--- src/rtl/alu_pkg.sv ---
// Shared definitions for the pipelined ALU: opcode map, PSR bit positions and
// the multiplier sequencing states.
package alu_pkg;

   localparam logic [7:0] OP_AND   = 8'h01;
   localparam logic [7:0] OP_OR    = 8'h02;
   localparam logic [7:0] OP_XOR   = 8'h03;
   localparam logic [7:0] OP_ADD   = 8'h05;
   localparam logic [7:0] OP_ADDU  = 8'h06;
   localparam logic [7:0] OP_SUB   = 8'h09;
   localparam logic [7:0] OP_CMP   = 8'h0B;
   localparam logic [7:0] OP_MOV   = 8'h0D;
   localparam logic [7:0] OP_MUL   = 8'h0E;
   localparam logic [7:0] OP_SHL1  = 8'h80;
   localparam logic [7:0] OP_SHR1  = 8'h81;
   localparam logic [7:0] OP_ASHR1 = 8'h83;
   localparam logic [7:0] OP_LSH   = 8'h84;
   // LUI occupies the whole 0xF0..0xFF block; only the upper nibble decodes.
   localparam logic [3:0] OP_LUI_HI = 4'hF;

   // PSR layout {N,Z,F,L,C}
   localparam int PSR_C = 0;
   localparam int PSR_L = 1;
   localparam int PSR_F = 2;
   localparam int PSR_Z = 3;
   localparam int PSR_N = 4;
   localparam int PSR_W = 5;

   typedef enum logic [1:0] {
      ST_IDLE = 2'd0,
      ST_BUSY = 2'd1,
      ST_DONE = 2'd2
   } mul_state_t;

   function automatic logic is_lui(input logic [7:0] op);
      return (op[7:4] == OP_LUI_HI);
   endfunction

endpackage

--- src/rtl/alu_mul_iter.sv ---
// Iterative shift-add multiplier, one multiplier bit per cycle.
// i_start loads the operands; o_done is high during the final step, and
// o_product carries the finished low WIDTH bits from that step onwards
// until the next start.
module alu_mul_iter
   import alu_pkg::*;
#(
   parameter int WIDTH = 16
) (
   input  logic             clock,
   input  logic             reset,
   input  logic             i_start,
   input  logic [WIDTH-1:0] i_a,
   input  logic [WIDTH-1:0] i_b,
   output logic             o_done,
   output logic [WIDTH-1:0] o_product
);

   localparam int CW = $clog2(WIDTH);
   localparam logic [CW-1:0] LAST = CW'(WIDTH - 1);

   logic             r_busy;
   logic [CW-1:0]    r_count;
   logic [WIDTH-1:0] r_mcand;
   logic [WIDTH-1:0] r_mplier;
   logic [WIDTH-1:0] r_acc;
   logic [WIDTH-1:0] w_acc_next;

   // Only the low WIDTH bits are kept, so the shifted multiplicand may drop
   // its top bits without affecting the result.
   assign w_acc_next = r_acc + (r_mplier[0] ? r_mcand : '0);
   assign o_done     = r_busy & (r_count == LAST);
   assign o_product  = r_busy ? w_acc_next : r_acc;

   // Operand load on start, then one shift-add step per cycle for WIDTH cycles
   always_ff @(posedge clock) begin
      if (reset) begin
         r_busy   <= 1'b0;
         r_count  <= '0;
         r_mcand  <= '0;
         r_mplier <= '0;
         r_acc    <= '0;
      end else if (i_start) begin
         r_busy   <= 1'b1;
         r_count  <= '0;
         r_mcand  <= i_a;
         r_mplier <= i_b;
         r_acc    <= '0;
      end else if (r_busy) begin
         r_acc    <= w_acc_next;
         r_mcand  <= r_mcand << 1;
         r_mplier <= r_mplier >> 1;
         r_count  <= r_count + 1'b1;
         if (r_count == LAST) begin
            r_busy <= 1'b0;
         end
      end
   end

endmodule

--- src/rtl/alu_pipe.sv ---
// Handshaked ALU stage between register-file read and writeback.
// Handshake: a transfer happens on a rising edge where valid and ready are
// both high; valid, once raised, holds its payload stable until ready is
// seen, and ready may depend combinationally on the downstream ready.
// Single-cycle ops land in the output register on the accepting edge; MUL
// runs through the iterative multiplier and blocks issue until it lands.
module alu_pipe
   import alu_pkg::*;
#(
   parameter int WIDTH  = 16,
   parameter bit MUL_EN = 1'b1
) (
   input  logic             clock,
   input  logic             reset,
   input  logic             in_valid,
   output logic             in_ready,
   input  logic [7:0]       opcode,
   input  logic [WIDTH-1:0] rdata_a,
   input  logic [WIDTH-1:0] rdata_b,
   output logic             out_valid,
   input  logic             out_ready,
   output logic [WIDTH-1:0] result,
   output logic [4:0]       psr_out,
   output logic             out_illegal
);

   localparam int SHW  = $clog2(WIDTH);
   localparam int HALF = WIDTH / 2;

   mul_state_t       r_state;
   logic [WIDTH-1:0] r_result;
   logic [PSR_W-1:0] r_psr;
   logic             r_illegal;
   logic             r_out_valid;

   logic             w_slot_free;
   logic             w_accept;
   logic             w_is_mul;
   logic             w_mul_start;
   logic             w_load_exec;
   logic             w_load_mul;
   logic             w_mul_done;
   logic [WIDTH-1:0] w_mul_product;
   logic [WIDTH:0]   w_sum;
   logic [WIDTH:0]   w_diff;
   logic [SHW-1:0]   w_shamt;
   logic [WIDTH-1:0] w_res;
   logic [PSR_W-1:0] w_psr;
   logic             w_ill;

   // The output slot can take new data when empty or being drained this cycle.
   assign w_slot_free = !r_out_valid | out_ready;
   assign in_ready    = (r_state == ST_IDLE) & w_slot_free;
   assign w_accept    = in_valid & in_ready;
   assign w_is_mul    = MUL_EN & (opcode == OP_MUL);
   assign w_mul_start = w_accept & w_is_mul;
   assign w_load_exec = w_accept & !w_is_mul;
   assign w_load_mul  = ((r_state == ST_BUSY) & w_mul_done | (r_state == ST_DONE))
                        & w_slot_free;

   assign w_sum   = {1'b0, rdata_a} + {1'b0, rdata_b};
   assign w_diff  = {1'b0, rdata_a} - {1'b0, rdata_b};
   assign w_shamt = rdata_b[SHW-1:0];

   assign out_valid   = r_out_valid;
   assign result      = r_result;
   assign psr_out     = r_psr;
   assign out_illegal = r_illegal;

   alu_mul_iter #(.WIDTH(WIDTH)) u_mul (
      .clock     (clock),
      .reset     (reset),
      .i_start   (w_mul_start),
      .i_a       (rdata_a),
      .i_b       (rdata_b),
      .o_done    (w_mul_done),
      .o_product (w_mul_product)
   );

   // Single-cycle decode/execute; flags not touched by an op pass through.
   always_comb begin
      w_res = '0;
      w_psr = r_psr;
      w_ill = 1'b0;
      if (is_lui(opcode)) begin
         w_res = {rdata_b[HALF-1:0], {HALF{1'b0}}};
      end else begin
         case (opcode)
            OP_AND: w_res = rdata_a & rdata_b;
            OP_OR:  w_res = rdata_a | rdata_b;
            OP_XOR: w_res = rdata_a ^ rdata_b;
            OP_ADD: begin
               w_res        = w_sum[WIDTH-1:0];
               w_psr[PSR_C] = w_sum[WIDTH];
               w_psr[PSR_F] = (rdata_a[WIDTH-1] == rdata_b[WIDTH-1]) &&
                              (w_sum[WIDTH-1] != rdata_a[WIDTH-1]);
            end
            OP_ADDU: begin
               w_res        = w_sum[WIDTH-1:0];
               w_psr[PSR_C] = w_sum[WIDTH];
            end
            OP_SUB: begin
               w_res        = w_diff[WIDTH-1:0];
               w_psr[PSR_C] = w_diff[WIDTH];
               w_psr[PSR_F] = (rdata_a[WIDTH-1] != rdata_b[WIDTH-1]) &&
                              (w_diff[WIDTH-1] != rdata_a[WIDTH-1]);
            end
            OP_CMP: begin
               w_psr[PSR_Z] = (rdata_a == rdata_b);
               w_psr[PSR_L] = (rdata_b > rdata_a);
               w_psr[PSR_N] = ($signed(rdata_b) > $signed(rdata_a));
            end
            OP_MOV: w_res = rdata_b;
            // Reaches here only when the multiplier is configured out.
            OP_MUL: w_ill = !MUL_EN;
            OP_LSH: w_res = rdata_a << w_shamt;
            OP_SHL1: begin
               w_res        = {rdata_a[WIDTH-2:0], 1'b0};
               w_psr[PSR_C] = rdata_a[WIDTH-1];
            end
            OP_SHR1: begin
               w_res        = {1'b0, rdata_a[WIDTH-1:1]};
               w_psr[PSR_C] = rdata_a[0];
            end
            OP_ASHR1: begin
               w_res        = {rdata_a[WIDTH-1], rdata_a[WIDTH-1:1]};
               w_psr[PSR_C] = rdata_a[0];
            end
            default: w_ill = 1'b1;
         endcase
      end
   end

   // Output register: load from execute or multiplier, otherwise hold until drained
   always_ff @(posedge clock) begin
      if (reset) begin
         r_result    <= '0;
         r_psr       <= '0;
         r_illegal   <= 1'b0;
         r_out_valid <= 1'b0;
      end else if (w_load_exec) begin
         r_result    <= w_res;
         r_psr       <= w_psr;
         r_illegal   <= w_ill;
         r_out_valid <= 1'b1;
      end else if (w_load_mul) begin
         r_result    <= w_mul_product;
         r_illegal   <= 1'b0;
         r_out_valid <= 1'b1;
      end else if (out_ready) begin
         r_out_valid <= 1'b0;
      end
   end

   // MUL sequencing: issue is blocked from start until the product is loaded
   always_ff @(posedge clock) begin
      if (reset) begin
         r_state <= ST_IDLE;
      end else begin
         case (r_state)
            ST_IDLE: if (w_mul_start) r_state <= ST_BUSY;
            ST_BUSY: if (w_mul_done) r_state <= w_slot_free ? ST_IDLE : ST_DONE;
            ST_DONE: if (w_slot_free) r_state <= ST_IDLE;
            default: r_state <= ST_IDLE;
         endcase
      end
   end

endmodule

--- config.mk ---
export PLATFORM = sky130hd
export DESIGN_NAME = alu_pipe
export DESIGN_NICKNAME = d
export VERILOG_FILES = /design/src/rtl/alu_pkg.sv /design/src/rtl/alu_mul_iter.sv /design/src/rtl/alu_pipe.sv
export SDC_FILE = /design/constraint.sdc
export NUM_CORES = 1
export LEC_CHECK = 0
export CORE_ASPECT_RATIO = 0.8
export CORE_UTILIZATION = 55
export CTS_BUF_LIST = sky130_fd_sc_hd__clkbuf_8
export DETAILED_ROUTE_END_ITERATION = 8
export PLACE_DENSITY = 0.76
export SYNTH_ARGS = -nofsm -noshare
export SYNTH_HDL_FRONTEND = slang
export SYNTH_SLANG_ARGS = --single-unit
--- constraint.sdc ---
create_clock -name clock -period 9.4 [get_ports clock]
set_clock_uncertainty 0.2 [all_clocks]
set_input_delay 2.82 -clock clock [delete_from_list [all_inputs] [get_ports clock]]
set_output_delay 2.82 -clock clock [all_outputs]
set_load 0.05 [all_outputs]
# Yosys cells after proc, flatten, opt, wreduce, memory -nomap -nowiden
# Cells that the tools add are included.
[word_totals] word_cells=102 out_inout_bits=24 register_bits=78 in_bits=44
[op_classes] n_addsub=4 n_lt_le_gt_ge=2 n_mux=27 shifts=1 n_eq_ne=25 bitwise_logic=13 n_reduce_logical=18
[op_table] op="$pmux 16 s10" count=1
[op_table] op="$mux 16" count=9
[op_table] op="$eq 8x4->1 const B" count=4
[op_table] op="$eq 8x8->1 const B" count=4
[op_table] op="$gt 16x16->1" count=2
[op_table] op="$add 16x16->17" count=1
[op_table] op="$sub 16x16->17" count=1
[op_table] op="$add 16x16->16" count=1
[op_table] op="$and 16x16->16" count=1
[op_table] op="$eq 16x16->1" count=1
[op_table] op="$eq 8x2->1 const B" count=2
[op_table] op="$eq 8x3->1 const B" count=2
[op_table] op="$or 16x16->16" count=1
[op_table] op="$shl 16x4->16" count=1
[op_table] op="$xor 16x16->16" count=1
[op_table] op="$reduce_or 13->1" count=1
[op_table] op="$reduce_and 3->1" count=4
[op_table] op="$mux 1" count=10
[op_table] op="$eq 4x4->1 const B" count=2
[op_table] op="$eq 8x1->1 const B" count=1
[op_table] op="$mux 2" count=4
[op_table] op="$and 1x1->1" count=7
[op_table] op="$pmux 2 s3" count=1
[op_table] op="$reduce_bool 2->1" count=3
[op_table] op="17 further kinds" count=25

# Depth between registers and ports, before layout
# Gate-level depths: netlist of run 1.
[logic_depth] ltp_word=7 mapped_depth=13 depth_no_buf=13

# Cells and area by module
# From an unflattened synthesis of run 1, not the netlist that was laid out.
[unflattened] hier_cells=1130 hier_area_um2=8623.3
[by_module_without_submodules] module="alu_pipe" n_inst=1 cells_each=733 area_each_um2=5416.4 seq_area_each_um2=500.5
[by_module_without_submodules] module="alu_mul_iter" n_inst=1 cells_each=397 area_each_um2=3206.8 seq_area_each_um2=1061.0

# Worst setup path before layout of run 1
# No wires, ideal clock.
[synth_timing] kind="input to output" from="in out_ready" to="out in_ready" arrival_ps=3552 path_buffers=0 required_time_ps=6380 stages=2 setup_slack_ps=2828 path_cell_list="nor2b_1 nor3_2"
[synth_between] elab_chain_cells=2
[synth_rtl] item="start, declared" line="alu_pipe.sv:21" text="input logic out_ready,"
[synth_rtl] item="$or 1x1->1" line="alu_pipe.sv:52" text="assign w_slot_free = !r_out_valid | out_ready;"
[synth_rtl] item="$and 1x1->1" line="alu_pipe.sv:53" text="assign in_ready = (r_state == ST_IDLE) & w_slot_free;"
[synth_rtl] item="end, declared" line="alu_pipe.sv:16" text="output logic in_ready,"
# No other way between the ends.

# Worst setup path in the final report of run 1
# Same ends and word-level chain as after synthesis.

==> results.ini, run 1 <==
[status]
status=finished clean

[detailed_routing]
topRoutingLayerUsed=met4
drt_iter0_markers=973
num_vias=8047
wl_met1_um=11400
antenna_left=0
wl_met3_um=2379
wl_met2_um=10350
wl_per_cell_um=20.23
drt_wl_total_um=24850
first_pass_iters=7
drc=0
viasPerCell=6.553

[layout]
utilization_pct=63.25
drive_gt1_share_pct=4.103
n_antenna_cell=0
syn_to_final_growth_pct=11.05
fin_cells=1228
fillers=1297
nNetsFinal=1173

[timing]
max_freq_mhz=134.3
slew_headroom_pct=36.07
rsz0062_at_grt=no
setup-violations-final=0
finalCriticalPeriod_ns=7.448
final.setup.tns_ns=0
finalCritPeriodShare_pct=79.23
worst-slew-pin-transition_ns=0.9590
final-max-slew-violation-count=0
hold_viol=0
worst_hold_slack_ns=0.2601

[placed_design]
gp_congestion=1.023
placed_cells=1212
numPortBuffers=67
hpwl_um=18270

[synth]
synthArstFlopShare_pct=0
syn_area_per_cell_um2=7.606
synth_xor_area_share_pct=2.126
synth-seq-area-share_pct=19.95
synth_area_leaders=dfxtp_1, ha_1, mux2i_1
synth_top_family_by_area=compound AO/OA/AOI/OAI gates
syn_inst=1029
synth-simple-area-share_pct=20.53
yosys_warnings=0
synth_seq_cells=78
synth_area_um2=7826
synth_top_area_share_pct=19.95
yosys.area.top_type=dfxtp_1
synthDistinctLibCells=75
synth_fp_nets=1159
synth_most_common_cell=nor2_1
synth_common_cells=nor2_1, ha_1, dfxtp_1, a21oi_1, mux2i_1
synth_compound_area_share_pct=27.58
muxShareOfSynthArea_pct=9.353
synth_edf_count=0
synthFlopType=dfxtp_1
synthAdderAreaFrac_pct=14.04

[power_and_ir_drop]
p_per_area_nw_per_um2=99.85
p_int_w=0.0005507
switchingPower_w=0.0003171
p_clk_share_pct=32.4
peakVddDrop_mv=0.07461
switching_share_pct=36.54
comb_power_share_pct=28.5
leakage_nw=3.409
p_seq_share_pct=39.0
finalPower_w=0.0008678

[worst_setup_path]
path_cells=clkdlybuf4s50_1 -> nor2b_1 -> nor3_2 -> clkdlybuf4s50_1
critPathArrivalTime_ns=4.43
start_kind=primary input
critical_path_class=in -> out
crit_path_max_incr_delay_ns=0.85
crit_buf_inv=2
crit_top_cell=clkdlybuf4s50_1
slowest_stage=clkdlybuf4s50_1
end_kind=primary output
worstPathMaxFanout=5
worstPathRequired_ns=6.38
cp_top_family=buffers and inverters

[cts]
clockRootBuffer=clkbuf_8
clkTransAtPathRegs_ns=0.08
post_cts_resized=0
clock_sinks=78
cts_tree=yes
hold_buffers=0
postCtsSetupBuffers=0
clk_latency_ns=0.39
cts_buffer_depth=2
htreeDepth=3
cts_buffers=9

[global_routing]
grt_overflow=0
grt.total_usage_pct=34.17
grt_pass1_wl_um=38810
grt_pass1_vias=7376
antenna_found_initial=0
grt_max_degree=65

[worst_hold_path]
hold_path.class=reg -> reg

[floorplan]
dieArea_um2=14710
dieWidth_um=135.4
dieHeight_um=108.7
boundaryPins=68
core_um2=13740
num_rows=38
start_util_pct=56.96

[run]
maxCapViolCount=0

==> per-stage QoR <==
step	cell area, um2	setup slack (ns)
final	8691	1.952
after global routing	8691	1.860
after CTS	8691	1.954
after detailed placement	8487	1.965
after global placement	8487	1.997
after floorplan	7826	2.828
==> worst paths after layout <==
check,slack [ns],cells after the start,start,to
worst max-delay path,1.95,4,out_ready,in_ready
worst min-delay path,0.26,2,psr_out[1]$_SDFFE_PP0P_,psr_out[1]$_SDFFE_PP0P_
worst max register to register,5.73,13,u_mul.r_mplier[0]$_SDFFE_PP0P_,result[12]$_SDFFE_PP0P_
worst min register to register,0.26,2,psr_out[1]$_SDFFE_PP0P_,psr_out[1]$_SDFFE_PP0P_
==> cells by family after synthesis <==
logic type	Yosys count
buffers and inverters	128
XOR/XNOR	19
AND/OR/NAND/NOR	336
flip-flops	78
multiplexers	69
AO/OA/AOI/OAI	313
adder cells (fa/ha/maj)	86
==> layout make-up <==
cell class | instances | area [um2] | area share [%]
clock inverter | 7 | 80.08 | 0.9214
timing repair buffer | 74 | 718.2 | 8.264
sequential | 78 | 1563 | 17.98
multi-input combinational | 823 | 5767 | 66.35
clock buffer | 9 | 123.9 | 1.425
inverter | 57 | 214.0 | 2.462
tap | 180 | 225.2 | 2.591
==> worst reg2reg max path: stages (launching register included) <==
cell	delay, ns
dfxtp_1	0.67
and2_1	0.22
ha_1	0.22
inv_1	0.08
fa_1	0.43
nor2b_1	0.18
o31ai_1	0.14
a211oi_1	0.45
o41ai_1	0.21
xnor2_1	0.16
mux2i_1	0.25
a211oi_1	0.12
a31oi_1	0.15
o22ai_1	0.09
==> metal layers <==
layer | global-route usage [%] | vias to the layer above
met5 | 0 | -
met4 | 13.40 | 0
met3 | 7.950 | 69
met2 | 50.81 | 427
met1 | 47.53 | 3752
li1 | - | 3799
==> registers in the layout, summed over array words and instances, names as in the netlist <==
| name | cells |
|---|---|
| u_mul.r_mplier | 16 |
| u_mul.r_mcand | 16 |
| r_state | 2 |
| u_mul.r_busy | 1 |
| u_mul.r_count | 4 |
| out_illegal | 1 |
| u_mul.r_acc | 16 |
| psr_out | 5 |
| out_valid | 1 |
| result | 16 |
==> placed cells by master (no fill, tap or decap), types with 11 or more instances in the layout <==
master / count
dfxtp_1: 77
o21bai_1: 11
mux2i_1: 63
a22oi_1: 12
inv_1: 57
nor3_1: 24
clkdlybuf4s50_1: 66
and2_1: 19
nor2_1: 143
nand3_1: 17
o22ai_1: 14
xnor2_1: 12
nand2_1: 55
ha_1: 83
a211oi_1: 42
a221oi_1: 15
a31oi_1: 16
nand2b_1: 11
a21oi_1: 73
nor2b_1: 16
o21ai_0: 35
==> power by group through the flow <==
stage / Sequential [W] / Combinational, W / Clock, W
final: 0.000339 / 0.000248 / 0.000282
after global routing: 0.000339 / 0.000264 / 0.000294
after CTS: 0.000339 / 0.000241 / 0.000281
after detailed placement: 0.000346 / 0.000239 / 0
after global placement: 0.000346 / 0.000239 / 0
after floorplan: 0.000362 / 0.000138 / 0
Note: power is estimated with default switching activity, not from simulation.
==> inputs of run 2 (changes only) <==
--- a/config.mk
+++ b/config.mk
@@ -9,7 +9,7 @@
 export CORE_UTILIZATION = 55
 export CTS_BUF_LIST = sky130_fd_sc_hd__clkbuf_8
 export DETAILED_ROUTE_END_ITERATION = 8
-export PLACE_DENSITY = 0.76
+export PLACE_DENSITY = 0.8
 export SYNTH_ARGS = -nofsm -noshare
 export SYNTH_HDL_FRONTEND = slang
 export SYNTH_SLANG_ARGS = --single-unit
==> constraint.sdc (replaced) <==
create_clock -name clock -period 6.21 [get_ports clock]
set_clock_uncertainty 0.2 [all_clocks]
set_input_delay 1.863 -clock clock [delete_from_list [all_inputs] [get_ports clock]]
set_output_delay 1.863 -clock clock [all_outputs]
set_load 0.05 [all_outputs]
==> results.ini, run 2 (synthesis results as in run 1) <==
[worst_setup_path]
crit_buf_inv=2  ; unchanged
end_kind=primary output  ; unchanged
worstPathRequired_ns=4.15  ; was 6.38 ns
critical_path_class=in -> out  ; unchanged
cp_top_family=buffers and inverters  ; unchanged
crit_path_max_incr_delay_ns=0.85  ; about the same
critPathArrivalTime_ns=3.45  ; was 4.43 ns
crit_top_cell=clkdlybuf4s50_1  ; unchanged
start_kind=primary input  ; unchanged
slowest_stage=clkdlybuf4s50_1  ; unchanged
worstPathMaxFanout=5  ; unchanged
path_cells=clkdlybuf4s50_1 -> nor2b_1 -> nor3_2 -> clkdlybuf4s50_1  ; unchanged

[global_routing]
grt_pass1_vias=7340  ; was 7,376
grt.total_usage_pct=34.48  ; was 34.17%
grt_max_degree=65  ; unchanged
grt_overflow=0  ; unchanged
grt_pass1_wl_um=39360  ; was 38,810 um
antenna_found_initial=1  ; was 0

[layout]
fin_cells=1245  ; was 1,228
multiInputGateArea_um2=5767  ; unchanged
syn_to_final_growth_pct=12.39  ; was 11.05%
final_cell_mix=nor2_1, ha_1, dfxtp_1  ; unchanged
drive_gt1_share_pct=5.545  ; was 4.103%
fillers=1215  ; was 1,297
layout_commonest_cell=nor2_1  ; unchanged
utilization_pct=64.01  ; was 63.25%
seq_area_um2=1563  ; unchanged
nNetsFinal=1189  ; was 1,173

[detailed_routing]
drt_wl_total_um=25050  ; was 24,850 um
first_pass_iters=6  ; was 7
wl_per_cell_um=20.12  ; was 20.23 um
drt_iter0_markers=1057  ; was 973
drc=0  ; unchanged
antenna_left=0  ; unchanged
num_vias=8172  ; was 8,047
viasPerCell=6.564  ; was 6.553

[power_and_ir_drop]
switching_share_pct=36.84  ; was 36.54%
comb_power_share_pct=30.0  ; was 28.5%
leakage_nw=3.471  ; was 3.409 nW
p_clk_share_pct=29.5  ; was 32.4%
switchingPower_w=0.0004661  ; was 0.0003171 W
p_int_w=0.0007990  ; was 0.0005507 W
peakVddDrop_mv=0.1043  ; was 0.07461 mV
p_per_area_nw_per_um2=143.8  ; was 99.85 nW/um2
p_seq_share_pct=40.5  ; was 39.0%

[cts]
clk_latency_ns=0.38  ; was 0.39 ns
clkTransAtPathRegs_ns=0.09  ; was 0.08 ns
clock_sinks=78  ; unchanged
hold_buffers=0  ; unchanged
cts_buffers=9  ; unchanged
cts_tree=yes  ; unchanged
cts_buffer_depth=2  ; unchanged
htreeDepth=3  ; unchanged
postCtsSetupBuffers=0  ; unchanged
post_cts_resized=0  ; unchanged
clockRootBuffer=clkbuf_8  ; unchanged

[floorplan]
dieArea_um2=14710  ; unchanged
core_um2=13740  ; unchanged
start_util_pct=56.96  ; unchanged
num_rows=38  ; unchanged
boundaryPins=68  ; unchanged
dieHeight_um=108.7  ; unchanged
dieWidth_um=135.4  ; unchanged

[placed_design]
numPortBuffers=67  ; unchanged
gp_congestion=1.045  ; was 1.023
placed_cells=1228  ; was 1,212
hpwl_um=18890  ; was 18,270 um

[timing]
setup-violations-final=0  ; unchanged
worst-slew-pin-transition_ns=0.9461  ; was 0.9590 ns
slew_headroom_pct=36.93  ; was 36.07%
max_freq_mhz=181.4
final-max-slew-violation-count=0  ; unchanged
finalCriticalPeriod_ns=5.512
finalCritPeriodShare_pct=88.75
rsz0062_at_grt=no  ; unchanged
final.setup.tns_ns=0  ; unchanged
hold_viol=0  ; unchanged

[status]
status=finished clean  ; unchanged

[run]
maxCapViolCount=0  ; unchanged

[worst_hold_path]
hold_path.class=reg -> reg  ; unchanged

==> run 2: cell count changes in the layout (fill, tap and decap cells not counted) <==
cell / previous run / this run
clkinvlp_4: 1 / 3
buf_4: 7 / 23
inv_6: 3 / 2
inv_8: 1 / 2
diode_2: 0 / 1
bufinv_16: 1 / 0
clkinv_2: 1 / 0
==> run 2: routing by layer <==
| layer | part of all wire, % | vias up | GRT usage, % |
|---|---|---|---|
| met3 | 11 | 75 | 7.996 |
| met1 | 44 | 3785 | 47.56 |
| met4 | 2.9 | 0 | 12.92 |
| met5 | 0 | - | 0 |
| met2 | 42 | 482 | 52.09 |
| li1 | - | 3830 | - |
==> run 2: power groups by stage <==
stage          sequential (W)  combinational (W)  clock [W]
2_1_floorplan        0.000547           0.000209          0
3_3_place_gp         0.000525           0.000365          0
3_5_place_dp         0.000525           0.000367          0
4_1_cts              0.000513           0.000369   0.000379
5_1_grt              0.000514           0.000407   0.000398
6_report             0.000513           0.000380   0.000373
==> run 2: tightest hold or removal path: stages, from the launching register on <==
cell,delay [ns]
dfxtp_1,0.32
nand2_1,0.06
a21oi_1,0.05
==> run 2: worst paths after layout <==
check | startpoint | to | slack, ns | depth (start not counted)
worst max-delay path | out_ready | in_ready | 0.70 | 4
worst min-delay path | psr_out[1]$_SDFFE_PP0P_ | psr_out[1]$_SDFFE_PP0P_ | 0.27 | 2
worst max register to register | u_mul.r_mplier[0]$_SDFFE_PP0P_ | result[12]$_SDFFE_PP0P_ | 2.47 | 13
worst min register to register | psr_out[1]$_SDFFE_PP0P_ | psr_out[1]$_SDFFE_PP0P_ | 0.27 | 2
==> run 2: layout make-up <==
cell class / count / share of cell area, %
Clock inverter: 7 / 0.7112
Inverter: 57 / 2.432
Clock buffer: 9 / 1.408
Timing Repair Buffer: 90 / 9.531
Tap cell: 180 / 2.560
Sequential cell: 78 / 17.77
Multi-Input combinational cell: 823 / 65.56
Antenna cell: 1 / 0.02845
==> run 2: per-stage QoR <==
| stage | setup WS [ns] | hold slack, ns | area [um2] | total power, W |
|---|---|---|---|---|
| after global placement | 0.7291 | 0.2418 | 8607 | 0.0008892 |
| after global routing | 0.6284 | 0.3013 | 8793 | 0.001319 |
| after CTS | 0.6939 | 0.2730 | 8793 | 0.001261 |
| after floorplan | 1.286 | 0.2611 | 7826 | 0.0007564 |
| after detailed placement | 0.6557 | 0.2617 | 8607 | 0.0008915 |
| final | 0.6984 | 0.2678 | 8796 | 0.001265 |
==> inputs of run 3 (changes only) <==
--- a/config.mk
+++ b/config.mk
@@ -8,6 +8,7 @@
 export CORE_ASPECT_RATIO = 0.8
 export CORE_UTILIZATION = 55
 export CTS_BUF_LIST = sky130_fd_sc_hd__clkbuf_8
+export CTS_CLUSTER_SIZE = 14
 export DETAILED_ROUTE_END_ITERATION = 8
 export PLACE_DENSITY = 0.8
 export SYNTH_ARGS = -nofsm -noshare
==> results of run 3 <==
The final DEF is identical to that of run 2; final timing and power are the same.
